--- config.mk ---
export PLATFORM = sky130hd
export DESIGN_NAME = hub_norm_ctrl
export DESIGN_NICKNAME = d
export VERILOG_FILES = /design/src/rtl/hub_norm_ctrl.sv
export SDC_FILE = /design/constraint.sdc
export NUM_CORES = 1
export LEC_CHECK = 0
export CORE_MARGIN = 2
export CORE_UTILIZATION = 49
export DETAILED_ROUTE_END_ITERATION = 6
export PLACE_DENSITY_LB_ADDON = 0.15
export SKIP_LAST_GASP = 1
export SYNTH_ARGS = -nofsm -noshare
export SYNTH_HDL_FRONTEND = slang
export SYNTH_SLANG_ARGS = --single-unit
export TNS_END_PERCENT = 100
--- constraint.sdc ---
create_clock -name clk -period 4.1 [get_ports clk]
set_input_delay 0.41 -clock clk [delete_from_list [all_inputs] [get_ports clk]]
set_output_delay 0.41 -clock clk [all_outputs]
set_load 0.01 [all_outputs]
--- src/rtl/hub_norm_ctrl.sv ---
// Post-add mantissa normalizer driven by an anticipated leading-zero count.
// Define HUB_NORM_ITER_SHIFT_EN for a GROUP_SIZE-bit-per-cycle iterative shifter.
module hub_norm_ctrl #(
  parameter int M           = 24,
  parameter int E           = 8,
  parameter int GROUP_SIZE  = 5,
  parameter int SHIFT_WIDTH = $clog2(M)
) (
  input  logic                   clk,
  input  logic                   rst,
  input  logic                   in_valid,
  output logic                   in_ready,
  input  logic [M:0]             in_mant,
  input  logic [E-1:0]           in_exp,
  input  logic [SHIFT_WIDTH-1:0] in_lz,
  output logic                   out_valid,
  input  logic                   out_ready,
  output logic [M:0]             out_mant,
  output logic [E-1:0]           out_exp,
  output logic                   out_zero,
  output logic                   out_uf,
  output logic                   out_corr
);

  localparam int CW = ((E > SHIFT_WIDTH) ? E : SHIFT_WIDTH) + 1;

  typedef enum logic [1:0] {
    IDLE,
    SHIFT,
    CORR,
    DONE
  } state_t;

  state_t                 state_q;
  logic [M:0]             mant_q;
  logic [E-1:0]           exp_q;
  logic [SHIFT_WIDTH-1:0] cnt_q;

  logic                   out_valid_q;
  logic [M:0]             out_mant_q;
  logic [E-1:0]           out_exp_q;
  logic                   out_zero_q;
  logic                   out_uf_q;
  logic                   out_corr_q;

  logic                   accept;
  logic [SHIFT_WIDTH-1:0] lzc_d;
  logic                   uf_d;
  logic [SHIFT_WIDTH-1:0] sh_amt_d;
  logic [M:0]             sh_mant_d;
  logic [E-1:0]           sh_exp_d;
  logic [SHIFT_WIDTH-1:0] cnt_d;

  assign in_ready  = (state_q == IDLE);
  assign accept    = in_valid & in_ready;
  assign out_valid = out_valid_q;
  assign out_mant  = out_mant_q;
  assign out_exp   = out_exp_q;
  assign out_zero  = out_zero_q;
  assign out_uf    = out_uf_q;
  assign out_corr  = out_corr_q;

  always_comb begin
    lzc_d = in_lz;
    if (CW'(in_lz) > CW'(M)) lzc_d = SHIFT_WIDTH'(M);
    uf_d = (CW'(lzc_d) >= CW'(in_exp));
  end

  // cnt_q is the remaining shift in iterative mode, the full lzc otherwise
  always_comb begin
`ifdef HUB_NORM_ITER_SHIFT_EN
    if (CW'(cnt_q) < CW'(GROUP_SIZE)) sh_amt_d = cnt_q;
    else                               sh_amt_d = SHIFT_WIDTH'(GROUP_SIZE);
`else
    sh_amt_d = cnt_q;
`endif
    sh_mant_d = mant_q << sh_amt_d;
    sh_exp_d  = exp_q - E'(sh_amt_d);
    cnt_d     = cnt_q - sh_amt_d;
  end

  always_ff @(posedge clk) begin
    if (rst) begin
      state_q     <= IDLE;
      mant_q      <= '0;
      exp_q       <= '0;
      cnt_q       <= '0;
      out_valid_q <= 1'b0;
      out_mant_q  <= '0;
      out_exp_q   <= '0;
      out_zero_q  <= 1'b0;
      out_uf_q    <= 1'b0;
      out_corr_q  <= 1'b0;
    end else begin
      unique case (state_q)
        IDLE: begin
          if (accept) begin
            mant_q <= in_mant;
            exp_q  <= in_exp;
            cnt_q  <= lzc_d;
            if (in_mant == '0) begin
              out_valid_q <= 1'b1;
              out_mant_q  <= '0;
              out_exp_q   <= '0;
              out_zero_q  <= 1'b1;
              out_uf_q    <= 1'b0;
              out_corr_q  <= 1'b0;
              state_q     <= DONE;
            end else if (uf_d) begin
              out_valid_q <= 1'b1;
              out_mant_q  <= '0;
              out_exp_q   <= '0;
              out_zero_q  <= 1'b0;
              out_uf_q    <= 1'b1;
              out_corr_q  <= 1'b0;
              state_q     <= DONE;
            end else begin
              state_q <= SHIFT;
            end
          end
        end
        SHIFT: begin
          mant_q <= sh_mant_d;
          exp_q  <= sh_exp_d;
          cnt_q  <= cnt_d;
`ifdef HUB_NORM_ITER_SHIFT_EN
          if (cnt_d == '0) state_q <= CORR;
`else
          state_q <= CORR;
`endif
        end
        CORR: begin
          out_valid_q <= 1'b1;
          out_zero_q  <= 1'b0;
          state_q     <= DONE;
          if (mant_q[M]) begin
            out_mant_q <= mant_q;
            out_exp_q  <= exp_q;
            out_uf_q   <= 1'b0;
            out_corr_q <= 1'b0;
          end else if (exp_q == E'(1)) begin
            out_mant_q <= '0;
            out_exp_q  <= '0;
            out_uf_q   <= 1'b1;
            out_corr_q <= 1'b0;
          end else begin
            out_mant_q <= mant_q << 1;
            out_exp_q  <= exp_q - E'(1);
            out_uf_q   <= 1'b0;
            out_corr_q <= 1'b1;
          end
        end
        DONE: begin
          if (out_ready) begin
            out_valid_q <= 1'b0;
            state_q     <= IDLE;
          end
        end
        default: state_q <= IDLE;
      endcase
    end
  end

endmodule

Word-level counts from Yosys, hierarchy flattened:

Cells that the tools add are included.

* register bits: 77
* bits in latches: 0
* bits in writable memories: 0
* bits in read-only memories: 0
* input port bits: 42
* output and inout bits: 38
* logic and storage cells: 76
* memories: 0

* add/sub/neg operators: 3
* multiply operators: 0
* div/mod/pow operators: 0
* $lt $le $gt $ge: 2
* eq/ne operators: 7
* shifts and indexed selects: 1
* mux-type cells: 43
* bitwise logic cells: 1
* reductions and logical operators: 9

Operator list (count)
* 2-to-1 mux 25 bit: 6
* one-hot mux 25 bit (2 select lines): 2
* 2-to-1 mux 8 bit: 6
* one-hot mux 8 bit (2 select lines): 2
* zero test 25 bit: 1
* left shift 25 x 5 -> 25 bit: 1
* 2-to-1 mux 1 bit: 15
* 2-to-1 mux 5 bit: 2
* one-hot mux 5 bit (2 select lines): 1
* equality test 8 x 1 -> 1 bit, second input constant: 1
* >= comparator 5 x 8 -> 1 bit: 1
* 2-to-1 mux 2 bit: 4
* one-hot mux 2 bit (4 select lines): 1
* subtractor 8 x 1 -> 8 bit, second input constant: 1
* subtractor 8 x 5 -> 8 bit: 1
* one-hot mux 1 bit (2 select lines): 3
* greater-than comparator 5 bit, second input constant: 1
* subtractor 5 bit: 1
* equality test 2 bit, second input constant: 2
* AND reduction 2 bit: 2
* AND reduction 4 bit: 1
* nonzero test 2 bit: 2
* inequality test 3 x 1 -> 1 bit, second input constant: 1
* one-hot mux 1 bit (3 select lines): 1
* 7 further kinds: 7

Logic depth before layout (Yosys ltp):

* word-level depth: 7
* gate-level depth with buffers: 11
* gate-level depth less buffers: 9

Worst setup path after synthesis:

No wires, ideal clock.

* kind: register to register
* from: register cnt_q[1]
* to: register exp_q[5]
* library setup time: 0.136 ns
* arrival time: 2.218 ns
* data required time: 3.964 ns
* setup slack: 1.745 ns
* stages on the path, launching flop included: 12
* buffers on the path: 3
* period minus slack after synthesis: 2.355 ns
* path through: dfxtp_1 -> buf_2 -> buf_2 -> inv_1 -> buf_2 -> ha_1 -> nor2b_1 -> o21ai_0 -> a21oi_1 -> o21a_1 -> o32ai_1 -> a211oi_1

* word-level cells in the longest chain between the ends: 2

RTL lines
* start, declared: line 37 `logic [SHIFT_WIDTH-1:0] cnt_q;`
* start signal, assigned: line 100 `cnt_q <= lzc_d;`
* start signal, assigned: line 125 `cnt_q <= cnt_d;`
* subtractor 8 x 5 -> 8 bit: line 78 `sh_exp_d = exp_q - E'(sh_amt_d);`
* one-hot mux 8 bit (2 select lines): line 95 `unique case (state_q)`
* end signal, assigned: line 99 `exp_q <= in_exp;`
* end signal, assigned: line 124 `exp_q <= sh_exp_d;`
* end, declared: line 36 `logic [E-1:0] exp_q;`

Every way passes these cells.
A chain may end at the register's enable or synchronous reset.

Final worst setup path:

* from: input port in_mant[23]
* to: register out_mant_q[24], in the netlist out_mant[24]

* word-level cells in the longest chain between the ends: 4
* elaborated cells between the ends (all ways): 6
* classes of those cells: eq/ne: 1; mux: 3; reduce/logical: 2

RTL lines
* start, declared: line 13 `input logic [M:0] in_mant,`
* zero test 25 bit (*): line 101 `if (in_mant == '0) begin`
* 2-to-1 mux 25 bit: line 101
* 2-to-1 mux 25 bit: line 97 `if (accept) begin`
* one-hot mux 25 bit (2 select lines): line 95
* end signal, assigned: line 137 `out_mant_q <= mant_q;`
* end signal, assigned: line 147 `out_mant_q <= mant_q << 1;`
* end, declared: line 40 `logic [M:0] out_mant_q;`

Every way passes the cells marked *; elsewhere a longest branch is shown, timed or not. The select of a mux whose other input is x is not followed.

==> summary.txt <==
run status - completed
worst path buffer plus inverter count - 1
switching share of power - 46.63%
global route total overflow - 0
Worst EP required - 4.36 ns
Distinct cells, synth - 53
flop-to-flop setup slack - 1.37 ns
Startpoint Class - primary input
Seq cells post-synth - 77
Final setup viols - 0
Critical Path AT - 3.08 ns
Die Wd - 104.7 um
Antenna Violating Nets Remaining - 0
All-Layer GR Usage - 29.97%
PortBufs - 79
largest net degree at the start of global routing - 74
period utilisation layout - 68.77%
CTS max path bufs - 2
Syn Nets - 683
Critical Path Max Stage Delay - 0.70 ns
Hold Fails Final Rpt - 0
DR DRC count - 0
TritonCTS Sinks - 77
Worst-path clk slew - 0.08 ns
fraction of layout cells with a size suffix above 1 - 6.815%
CP cell instances - clkdlybuf4s50_1 > nor4_1 > nand4_1 > or3b_1 > nand2_1 > nor2_1 > a22o_1
MaxCap Viol Count - 0
first-pass GRT wire length - 25,860 um
hold slack - 0.4522 ns
Leak - 0.002149 uW
setup TNS - 0 ns
Seq/Total Area, Yosys - 31.05%
Post-CTS Resized - 0
Comb pwr share - 53.1%
CP max FO - 28
Die H - 104.7 um
highest clock rate - 354.7 MHz
Pint - 2256 uW
unrepaired setup endpoints after global routing - no
DR pass1 iterations - 6
skew final - 0.01364 ns
top-count cell post-synth - dfxtp_1
DR WL/cell - 20.14 um
ant diodes - 0
Non-Filler Instances - 808
Setup WS pre-CTS - 0.9093 ns
Synth top area share - 31.05%
via count - 5,178
placed insts - 792
Seq pwr share - 30.7%
CP max stage cell - nand2_1
post-CTS setup buffer count - 0
initial cell density of the core - 50.56%
Post-Syn Area - 0.004965 sq mm
YS warnings - 0
Max VDD drop - 0.0003796 V
die area - 0.01095 sq mm
Gate Count Post-Synth - 624
Placeable Area - 0.009819 sq mm
Post-DP HPWL - 11,790 um
Synth Flop Type - dfxtp_1
Vias/cell - 6.408
PnR worst setup slack - 1.280 ns
Clk Latency, worst-skew pair - 0.36 ns
EDFF count, synth - 0
CTS Buf Count - 9
Net Sw Power - 1971 uW
CTS H-tree depth - 3
RD Place Congestion - 0.9526
Post-synth top cells - 77 x dfxtp_1, 70 x nor2_1, 58 x nand2_1, 39 x clkbuf_1
Tightest Pin Transition - 0.9475 ns
CP top delay family - simple AND/OR/NAND/NOR gates
Slew Viols, Final - 0
Hold Buf Count CTS - 0
ranking of synthesized cells by area - dfxtp_1 31%, mux2i_1 7.1%, a221oi_1 5.5%, nor2_1 5.3%, nand2_1 4.4%
clock power share - 16.1%
initial antenna violation count - 0
Std-Cell Rows - 36
CTS tree - built
CP endpoint kind - register
Setup CP Type - in -> reg
Post-Syn Area per Cell - 7.956 sq um
initial DRC count - 554
Final nets - 729
Yosys top cell by area - dfxtp_1
Routed WL - 16,280 um
CTS root buffer - clkbuf_8
vias in the first global route - 4,650
total I/O pin count - 80
Post-synth ARST share - 0%
Layout area overhead - 20.97%
Hold Crit Class - reg -> reg
fin crit period - 2.820 ns
PD cells - 703.7 mW/mm^2
overall power - 4226 uW
Max-Slew Margin vs Limit - 36.68%
[worst reg2reg max path, delay by kind of cell, from the launching register on]
family / cells / cell delay (ns)
compound gates: 1 / 0.26
fa+ha+maj: 1 / 0.34
buf+inv: 1 / 0.10
flops: 1 / 0.34
simple gates: 4 / 1.60
[power by group through the flow]
stage / sequential, uW / clock (uW) / combinational, uW
final: 1300 / 682 / 2250
after global placement: 1290 / 0 / 2160
after detailed placement: 1300 / 0 / 2200
after floorplan: 1180 / 0 / 1590
after global routing: 1330 / 727 / 2460
after CTS: 1280 / 692 / 2210
[path summary, 6_finish.rpt]
kind                     from      endpoint  cells after the start
setup reg to reg   state_q[0]  out_mant[24]                      7
hold / removal     out_exp[2]    out_exp[2]                      2
hold reg to reg    out_exp[2]    out_exp[2]                      2
setup / recovery  in_mant[23]  out_mant[24]                      7
[per-stage QoR]
stage | instance area [sq um] | utilization (%)
final | 6006 | 61.16
after floorplan | 4965 | -
after CTS | 6006 | 61.16
after global placement | 5773 | 58.79
after global routing | 6006 | 61.16
after detailed placement | 5773 | 58.79
[placed cells by master (no fill, tap or decap), types with 7 or more instances in the layout]
cell type / instances
mux2_2: 8
o22ai_1: 12
ha_1: 16
nand3_1: 8
clkdlybuf4s50_1: 78
a211oi_1: 7
a222oi_1: 9
o21ai_0: 29
nand2b_1: 7
nand2_1: 58
clkbuf_8: 11
buf_4: 9
mux2i_1: 35
a21oi_1: 35
nor2b_1: 7
a221oi_1: 31
nor3_1: 36
a22oi_1: 16
nor4_1: 14
inv_1: 19
nor2_1: 69
dfxtp_1: 77
a31oi_1: 7
mux4_2: 7
or3_1: 8
[layout make-up]
| class | count | area, sq um |
|---|---|---|
| inverter | 20 | 75.07 |
| clock inverter | 5 | 81.33 |
| fill | 967 | 3814 |
| tap | 133 | 166.4 |
| multi-input combinational | 474 | 3137 |
| sequential | 77 | 1541 |
| clock buffer | 11 | 151.4 |
| timing repair buffer | 88 | 853.3 |
[state kept, by name, summed over array words and instances (netlist names)]
register,count
out_uf,1
out_mant,25
state_q,2
out_corr,1
out_zero,1
mant_q,25
cnt_q,5
out_valid,1
exp_q,8
out_exp,8
[per-layer routing]
layer | up-vias | track usage [%] | part of all wire (%)
met3 | 23 | 6.488 | 10
met4 | 0 | 8.476 | 1.7
met5 | - | 0 | 0
met1 | 2422 | 44.32 | 45
li1 | 2421 | - | -
met2 | 312 | 43.70 | 43
[logic make-up (layout without fill, tap and decap cells)]
kind of cell               Yosys count  after routing  synth area share, %
buffers and inverters               73            124                5.897
AOI/OAI and AO/OA                  174            174                24.17
xor gates and xnor gates             7              7                1.235
muxes                               50             50                12.05
DFF                                 77             77                31.05
adders and majority gates           17             17                4.435
and+or+nand+nor                    226            226                21.17
(Power assumes the default switching activity.)
==> RTL edit 1 (config.mk and constraints unchanged) <==
Add a define of `HUB_NORM_ITER_SHIFT_EN`.
--- a/src/rtl/hub_norm_ctrl.sv
+++ b/src/rtl/hub_norm_ctrl.sv
@@ -1,5 +1,7 @@
 // Post-add mantissa normalizer driven by an anticipated leading-zero count.
 // Define HUB_NORM_ITER_SHIFT_EN for a GROUP_SIZE-bit-per-cycle iterative shifter.
+`define HUB_NORM_ITER_SHIFT_EN
+
 module hub_norm_ctrl #(
   parameter int M           = 24,
   parameter int E           = 8,
Behaviour: not the same (Yosys sat finds a counterexample within 4 cycles, from zero or initial values and one cycle with rst high).
==> RTL edit 1 against the unedited design <==
Clock power decreased by 0.7%. Via count decreased by 5.9%. Critical endpoint is now exp_q[7]$_SDFFE_PP0P_. Routed wire length decreased by 10%. Hold slack improved by 0.029 ns. Cell area decreased by 2.7%. Sequential share of layout area increased by 0.72 points. Total power increased by 16%. First-iteration DRC count decreased by 23%. Sequential power increased by 4%. Highest routed layer unchanged. Critical path depth increased by 2. Worst setup slack got worse by 0.20 ns. Synthesized area decreased by 3.0%. Count of clock-buffer cells in the layout decreased by 1. Sequential cell count unchanged.
==> RTL edit 1: results (changes against the unedited design) <==
Post-DP HPWL -> 10,630 µm (-9.9%)
Maximum vdd ir drop -> 0.4132 mV (+8.9%)
Met1 WL -> 6676 µm (-9.6%)
Crit Path Max Fanout -> 18 (-36%)
Vias/cell -> 6.193 (-3.4%)
Static leakage -> 2.102 nW (-2.2%)
Metal2 WL -> 6452 µm (-7.6%)
Status -> completed
GRT met1 Usage -> 40.76% (-3.6 points)
Sequential element share of the synthesized area -> 32.02% (+0.97 points)
Compound-Gate Fraction of Synth Area -> 29.86% (+5.7 points)
Skew final -> 0.01275 ns (-0.0008944 ns)
DRT Pass-1 Iters -> 5 (-1)
Met2 usage -> 42.16% (-1.5 points)
Largest net degree at the start of global routing -> 56 (-24%)
Psw -> 2.384 mW (+21%)
Routability cong. -> 0.9316 (-2.2%)
Global-route wire length before repair -> 23,250 µm (-10%)
Crit-path slowest cell -> dfxtp_1
XOR/XNOR Fraction of Synth Area -> 1.455% (+0.22 points)
Met3 Track Usage GR -> 3.864% (-2.6 points)
Synth cell count leaders -> dfxtp_1, a21oi_1, nor2_1
Met3 routed WL -> 1258 µm (-22%)
Nets@finish -> 710 (-2.6%)
Post-synthesis mux area share -> 7.069% (-5.0 points)
Top post-synthesis cells by area -> dfxtp_1, a211oi_1, a21oi_1, mux2i_1, a22oi_1
[RTL edit 1: cell families after synthesis]
logic type | Yosys count
buffers and inverters | 70
XOR/XNOR | 8
AND/OR/NAND/NOR | 178
flip-flops | 77
adder cells (fa/ha/maj) | 19
multiplexers | 33
AO/OA/AOI/OAI | 214
other | 1
[RTL edit 1: final timing paths]
path / start / to / cells past startpoint / slack, ns
max reg2reg: cnt_q[1]$_SDFFE_PP0P_ / exp_q[7]$_SDFFE_PP0P_ / 9 / 1.08
max: cnt_q[1]$_SDFFE_PP0P_ / exp_q[7]$_SDFFE_PP0P_ / 9 / 1.08
min reg2reg: out_exp[6]$_SDFFE_PP0P_ / out_exp[6]$_SDFFE_PP0P_ / 2 / 0.48
min: out_exp[6]$_SDFFE_PP0P_ / out_exp[6]$_SDFFE_PP0P_ / 2 / 0.48
[RTL edit 1: stage by stage]
stage	cells	power (mW)	cell area (µm²)	hold WS, ns
floorplan	601	3.378	4818	0.4535
global placement	771	4.142	5609	0.4675
detailed placement	771	4.187	5609	0.4724
CTS	787	4.863	5842	0.4765
global route	787	5.255	5842	0.5089
finish	787	4.918	5842	0.4814
[RTL edit 1: power by group through the flow]
stage               clock network (mW)  logic [mW]  registers (mW)
CTS                              0.681        2.84            1.34
global route                     0.710        3.16            1.39
floorplan                            0        2.12            1.26
global placement                     0        2.79            1.35
detailed placement                   0        2.83            1.36
finish                           0.677        2.89            1.35
[RTL edit 1: final cells by class]
type	instances	area [µm²]
Clock buffer	10	137.6
Inverter	19	73.82
Clock inverter	6	95.09
Timing Repair Buffer	88	853.3
Multi-Input combinational cell	454	2974
Fill cell	917	3797
Tap cell	133	166.4
Sequential cell	77	1541
==> RTL edit 2 (same settings) <==
Made on the original files. Reset style: asynchronous (`rst`), changed in one clocked block.
--- a/src/rtl/hub_norm_ctrl.sv
+++ b/src/rtl/hub_norm_ctrl.sv
@@ -79,7 +79,7 @@
     cnt_d     = cnt_q - sh_amt_d;
   end
 
-  always_ff @(posedge clk) begin
+  always_ff @(posedge clk or posedge rst) begin
     if (rst) begin
       state_q     <= IDLE;
       mant_q      <= '0;
Function: differs if rst is asserted again (counterexample within 4 cycles, from zero or initial values and one cycle with rst high); with rst held inactive, the same outputs for 4 cycles.
==> RTL edit 2 against the unedited design <==
Sequential share of layout area increased by 5.2 points. Hold slack got worse by 0.012 ns. Count of clock-buffer cells in the layout unchanged. Via count decreased by 8.1%. Global-route usage decreased by 0.88 points. Sequential power increased by 16%. Synthesized area increased by 3.8%. Worst setup slack got worse by 0.11 ns. Critical path depth decreased by 1. Clock skew decreased by 0.0013 ns. Cell area increased by 4.1%. Sequential cell count unchanged. Routed wire length decreased by 4.2%. Total power increased by 17%. Critical path type is now register to register. Largest cell class unchanged.
==> RTL edit 2: results (changes against the unedited design) <==
Hold WS -> 0.4400 ns (-0.01223 ns)
Worst rel slew slack -> 36.65% (about the same)
Largest net degree at the start of global routing -> 50 (-32%)
Clock power frac -> 13.5% (-2.6 points)
Pre-CTS WS -> 0.9275 ns (+0.01819 ns)
Top post-synthesis cells by area -> dfrtp_1, o21ai_0, mux4_2, mux2i_1, nand2_1
XOR/XNOR Fraction of Synth Area -> 1.529% (+0.29 points)
Share of layout cells above drive strength 1 -> 11.27% (+4.5 points)
Cell Count, Final, Fillers Out -> 757 (-6.3%)
Skew final -> 0.01232 ns (-0.001316 ns)
Post-DP HPWL -> 11,520 µm (-2.3%)
Met3 routed WL -> 1346 µm (-17%)
FF-to-FF path depth -> 6 (-1)
Crit Path Max Fanout -> 21 (-25%)
Vias/cell -> 6.284 (-1.9%)
Metal2 WL -> 7016 µm (+0.44%)
Combinational share of power -> 55.9% (+2.8 points)
Sequential element share of the synthesized area -> 37.39% (+6.3 points)
Dpl cells -> 741 (-6.4%)
Met1 WL -> 6854 µm (-7.2%)
Post-Syn Instances -> 557 (-11%)
R2r setup slk -> 1.17 ns (-0.20 ns)
DR iter-0 viols -> 387 (-30%)
Maximum vdd ir drop -> 0.3351 mV (-12%)
Nets@finish -> 675 (-7.4%)
Setup crit start -> cnt_q[0]$_DFFE_PP0P_
WL/cell -> 20.61 µm (+2.3%)
Psw -> 2.260 mW (+15%)
Status -> completed
Synth cell count leaders -> dfrtp_1, nand2_1, o21ai_0
Worst Hold Class -> primary input to asynchronous set/reset pin
Crit path to -> mant_q[20]$_DFFE_PP0P_
GRT met1 Usage -> 42.06% (-2.3 points)
Worst EP arrival -> 3.16 ns (+0.08 ns)
Global-route wire length before repair -> 25,230 µm (-2.5%)
Netlist cell types -> 58 (+9.4%)
Async SR Flop Fraction -> 100.0% (+100 points)
-- RTL edit 2: cell types whose count changed after synthesis, sizes merged, moves of 14 or more --
cell | unedited run | this run
o21ai | 29 | 61
a22oi | 16 | 32
dfxtp | 77 | 0
a21oi | 36 | 22
nor3 | 36 | 10
dfrtp | 0 | 77
a221oi | 31 | 2
nor2 | 70 | 34
-- RTL edit 2: metrics by stage --
step	util [%]	power (mW)	area, µm²
3_3_place_gp	58.63	4.181	6026
4_1_cts	60.81	4.902	6250
6_report	60.81	4.940	6250
3_5_place_dp	58.63	4.233	6026
2_1_floorplan	-	3.303	5154
5_1_grt	60.81	5.296	6250
-- RTL edit 2: layout make-up --
class / count / area (µm²)
well taps: 136 / 170.2
clock buffers: 11 / 141.4
multi-input cells: 410 / 2947
repair buffers: 91 / 880.8
clock inverters: 5 / 82.58
inverters: 27 / 101.3
fillers: 912 / 4028
flip-flops and latches: 77 / 1927
